[config.mk]
export PLATFORM = sky130hd
export DESIGN_NAME = fetch_sequencer
export DESIGN_NICKNAME = d
export VERILOG_FILES = /design/src/rtl/fetch_sequencer.sv
export SDC_FILE = /design/constraint.sdc
export NUM_CORES = 1
export LEC_CHECK = 0
export CAP_MARGIN = 40
export CORE_UTILIZATION = 46
export DETAILED_ROUTE_END_ITERATION = 8
export GPL_TIMING_DRIVEN = 0
export PLACE_DENSITY = 0.78
export SLEW_MARGIN = 40
export SYNTH_ARGS = -nofsm -noshare
export SYNTH_HDL_FRONTEND = slang
export SYNTH_SLANG_ARGS = --single-unit
export TNS_END_PERCENT = 10
[constraint.sdc]
create_clock -name clk -period 2 [get_ports clk]
set_input_delay 0.4 -clock clk [delete_from_list [all_inputs] [get_ports clk]]
set_output_delay 0.4 -clock clk [all_outputs]
set_load 0.02 [all_outputs]
[src/rtl/fetch_sequencer.sv]
// Instruction-fetch sequencer: reads the PC, fetches one word over req/ack,
// hands it to decode over valid/ready and steers the PC register (increment / branch load).
module fetch_sequencer #(
    parameter int DATA_WIDTH = 16,
    parameter int ADDR_WIDTH = 16
) (
    input  logic                  clk,
    input  logic                  rst_en,
    input  logic                  start,
    input  logic                  halt,
    input  logic [ADDR_WIDTH-1:0] pc_in,
    output logic                  pc_inc_en,
    output logic                  pc_write_en,
    output logic [ADDR_WIDTH-1:0] pc_load_val,
    input  logic                  branch_req,
    input  logic [ADDR_WIDTH-1:0] branch_target,
    output logic [ADDR_WIDTH-1:0] mem_addr,
    output logic                  mem_rd_req,
    input  logic                  mem_rd_ack,
    input  logic [DATA_WIDTH-1:0] mem_rd_data,
    output logic [DATA_WIDTH-1:0] instr,
    output logic                  instr_valid,
    input  logic                  instr_ready,
    output logic                  busy
);

    // state   | meaning
    // IDLE    | no fetch activity, waiting for start
    // REQ     | memory read outstanding at the current PC
    // DELIVER | fetched word offered to decode
    // FLUSH   | one-cycle PC load with the branch target
    typedef enum logic [1:0] {
        IDLE    = 2'd0,
        REQ     = 2'd1,
        DELIVER = 2'd2,
        FLUSH   = 2'd3
    } state_t;

    state_t                  state_q;
    logic                    halt_pending_q;
    logic                    br_pending_q;
    logic [ADDR_WIDTH-1:0]   br_target_q;
    logic                    pc_inc_en_q;
    logic                    pc_write_en_q;
    logic [ADDR_WIDTH-1:0]   pc_load_val_q;
    logic [ADDR_WIDTH-1:0]   mem_addr_q;
    logic                    mem_rd_req_q;
    logic [DATA_WIDTH-1:0]   instr_q;
    logic                    instr_valid_q;
    logic                    busy_q;

    logic                    halt_now;
    logic                    ack_take;
    logic                    br_now;
    logic [ADDR_WIDTH-1:0]   br_target_d;

    // An ack only counts against a request we are actually driving; stale replies are dropped.
    assign halt_now    = halt_pending_q | halt;
    assign ack_take    = mem_rd_req_q & mem_rd_ack;
    assign br_now      = br_pending_q | branch_req;
    assign br_target_d = branch_req ? branch_target : br_target_q;

    always_ff @(posedge clk) begin
        if (rst_en) begin
            state_q        <= IDLE;
            halt_pending_q <= 1'b0;
            br_pending_q   <= 1'b0;
            br_target_q    <= '0;
            pc_inc_en_q    <= 1'b0;
            pc_write_en_q  <= 1'b0;
            pc_load_val_q  <= '0;
            mem_addr_q     <= '0;
            mem_rd_req_q   <= 1'b0;
            instr_q        <= '0;
            instr_valid_q  <= 1'b0;
            busy_q         <= 1'b0;
        end else begin
            pc_inc_en_q   <= 1'b0;
            pc_write_en_q <= 1'b0;
            case (state_q)
                IDLE: begin
                    halt_pending_q <= 1'b0;
                    mem_rd_req_q   <= 1'b0;
                    instr_valid_q  <= 1'b0;
                    if (start && !halt) begin
                        state_q <= REQ;
                        busy_q  <= 1'b1;
                    end
                end
                REQ: begin
                    halt_pending_q <= halt_now;
                    if (branch_req) begin
                        br_pending_q <= 1'b1;
                        br_target_q  <= branch_target;
                    end
                    // Request rises one cycle after entry so pc_in already reflects the last PC pulse.
                    if (ack_take) begin
                        mem_rd_req_q <= 1'b0;
                        if (br_now) begin
                            pc_write_en_q <= 1'b1;
                            pc_load_val_q <= br_target_d;
                            state_q       <= FLUSH;
                        end else begin
                            instr_q       <= mem_rd_data;
                            instr_valid_q <= 1'b1;
                            pc_inc_en_q   <= 1'b1;
                            state_q       <= DELIVER;
                        end
                    end else begin
                        mem_rd_req_q <= 1'b1;
                        mem_addr_q   <= pc_in;
                    end
                end
                DELIVER: begin
                    halt_pending_q <= halt_now;
                    if (branch_req) begin
                        br_target_q   <= branch_target;
                        instr_valid_q <= 1'b0;
                        pc_write_en_q <= 1'b1;
                        pc_load_val_q <= branch_target;
                        state_q       <= FLUSH;
                    end else if (instr_ready) begin
                        instr_valid_q <= 1'b0;
                        if (halt_now) begin
                            halt_pending_q <= 1'b0;
                            busy_q         <= 1'b0;
                            state_q        <= IDLE;
                        end else begin
                            state_q <= REQ;
                        end
                    end
                end
                FLUSH: begin
                    if (branch_req) begin
                        halt_pending_q <= halt_now;
                        br_target_q    <= branch_target;
                        pc_write_en_q  <= 1'b1;
                        pc_load_val_q  <= branch_target;
                    end else begin
                        br_pending_q <= 1'b0;
                        if (halt_now) begin
                            halt_pending_q <= 1'b0;
                            busy_q         <= 1'b0;
                            state_q        <= IDLE;
                        end else begin
                            halt_pending_q <= 1'b0;
                            state_q        <= REQ;
                        end
                    end
                end
                default: begin
                    state_q <= IDLE;
                    busy_q  <= 1'b0;
                end
            endcase
        end
    end

    assign pc_inc_en   = pc_inc_en_q;
    assign pc_write_en = pc_write_en_q;
    assign pc_load_val = pc_load_val_q;
    assign mem_addr    = mem_addr_q;
    assign mem_rd_req  = mem_rd_req_q;
    assign instr       = instr_q;
    assign instr_valid = instr_valid_q;
    assign busy        = busy_q;

endmodule

==> metrics.cfg <==
[place]
gp_congestion = 0.787
place_area_sq_um = 4450
dp.cells = 579
hpwl_um = 6140
port-buffer-count = 106

[synth]
ys_async_sr_fraction = 0
synth_edf_count = 0
synthMostInstantiatedCell = dfxtp_1
synth_area_leaders = dfxtp_1 (45%), a21oi_1 (11%), o21ai_0 (8.0%)
syn_inst = 377
ys.flop_type = dfxtp_1
ys_seq_area_frac = 0.448
syn_area_per_cell_sq_um = 8.66
synth_common_cells = dfxtp_1 (73), a21oi_1 (69), o21ai_0 (52)
ys_types = 39
syn_nets = 432
syn_area_sq_um = 3270
yosysTopAreaCell = dfxtp_1
yosysTopAreaCellShare = 0.448
synth_warnings = 0
ys_seq_elements = 73

[detailed_routing]
drt-total-wl_um = 8650
wl_per_cell_um = 14.6
ant_nets = 0
drc = 0
drtPass1Iterations = 5
first_iter_violations = 153
vias = 3169
viasPerCell = 5.34

[worst_setup_path]
critical_path_buf_inv_count = 1
path_delay_family = buffers and inverters
path_max_fanout = 7
worst_path_max_delay_cell = clkdlybuf4s50_1
endpoint_kind = output port
cp_data_required_time_ns = 1.60
critPathKind = reg2out
crit_path_start_kind = flop
cp_cell_sequence = clkdlybuf4s50_1
arrival_ns = 1.44
slowest_delay_ns = 0.67

[floorplan]
die_w_um = 86.3
fp.dieH_um = 86.3
die_area_sq_um = 7440
core-area_sq_um = 6830
initial_utilization = 0.478
row_count = 30
io_pins = 108

[power]
p_clk_frac = 0.361
p_sw_frac = 0.256
switching_power_uw = 826
peakVddDrop_v = 0.000421
power_density_nw_per_um2 = 694
pwr-share-seq = 0.476
p_int_mw = 2.40
combPwrFrac = 0.163
cellLeakagePower_nw = 1.64

[global_route]
grt_start_max_net_pins = 12
grt_pass1_wl_um = 14000
grt_pass1_vias = 3003
antenna_found_initial = 0
overflow = 0
track_usage = 0.242

[timing]
max_freq_ghz = 0.543
hold_viol = 0
setup_viol = 0
slew_headroom = 0.671
tightest_slew_ns = 0.494
fin_crit_sh = 0.921
drv_slew = 0
rsz0062_at_grt = no
skew_ns = 0.00661
period_minus_slack_ns = 1.84
holdWs_ns = 0.451

[final_layout]
antenna_cells = 0
seqCellArea_sq_um = 1460
finalNetCount = 549
stdcell_count = 594
area_growth_pct = 42.1
drive_above_1_share = 0.131
multi_input_area_sq_um = 1590
fill_cells = 584
stdcell_area_sq_um = 4640

[hold_path]
hold_path.class = reg2reg

[clock_tree]
root_buffer = clkbuf_8
cts_hold_buffers = 0
clk_path_buf_depth = 2
clk_pin_slew_ns = 0.07
numCtsBuffers = 9
clock_latency_ns = 0.35
cts.sinks = 73
cts_tree = built
cts_setup_buffers = 0
cts_resized = 0
htree_levels = 3

[status]
status = complete, no violations

[run]
drv_cap = 0

## per-layer routing
metal,vias to the layer above,global-route usage,share of wire
li1,1556,-,-
met1,1493,0.276,0.41
met2,108,0.418,0.49
met3,12,0.0838,0.079
met4,0,0.0909,0.017
met5,-,0,0
## power groups by stage
stage | registers [mW] | logic [mW] | clock network (mW)
5_1_grt | 1.54 | 0.569 | 1.25
3_3_place_gp | 1.56 | 0.514 | 0
2_1_floorplan | 1.60 | 0.246 | 0
4_1_cts | 1.53 | 0.526 | 1.17
6_report | 1.53 | 0.527 | 1.16
3_5_place_dp | 1.57 | 0.522 | 0
## kinds of logic after synthesis
kind of cell | synth area share
AOI/OAI and AO/OA | 0.221
buffers and inverters | 0.0659
DFF | 0.448
muxes | 0.0655
and+or+nand+nor | 0.200
## stage by stage
stage	util	total power [mW]	setup slack, ns	TNS [ns]
finish	0.679	3.22	0.158	0
global route	0.679	3.35	0.0763	0
CTS	0.679	3.23	0.156	0
detailed placement	0.651	2.09	-0.116	-1.00
global placement	0.651	2.08	-0.0468	-0.595
floorplan	-	1.85	0.562	0
## sequential cells by signal, summed over array words and instances (netlist names), 2 cells and up
signal / count
instr: 16
state_q: 2
pc_load_val: 16
br_target_q: 16
mem_addr: 16
## cells in the final DEF (no fill, tap or decap), drive strengths merged, types with 2 or more instances in the layout
| master | n |
|---|---|
| a21oi | 69 |
| buf | 23 |
| clkbuf | 25 |
| clkdlybuf4s50 | 106 |
| clkinv | 2 |
| dfxtp | 73 |
| mux2 | 16 |
| nand2 | 36 |
| nand2b | 2 |
| nand3 | 32 |
| nor2 | 6 |
| nor2b | 19 |
| o21ai | 53 |
| o22ai | 3 |
| or3b | 16 |
## path summary, 6_finish.rpt
kind / from / to / slack, ns / depth (start not counted)
max: mem_rd_req / mem_rd_req / 0.16 / 1
min: br_target_q[12] / br_target_q[12] / 0.45 / 2
max reg2reg: state_q[0] / pc_load_val[13] / 0.42 / 5
min reg2reg: br_target_q[12] / br_target_q[12] / 0.45 / 2
## cell type report
| cell class | instances | area share |
|---|---|---|
| multi-input combinational | 267 | 0.342 |
| sequential | 73 | 0.315 |
| timing repair buffer | 106 | 0.229 |
| buffer | 36 | 0.0456 |
| clock buffer | 12 | 0.0334 |
| tap | 96 | 0.0259 |
| clock inverter | 3 | 0.00863 |
| inverter | 1 | 0.000809 |
Power figures use the tool's default switching activity.
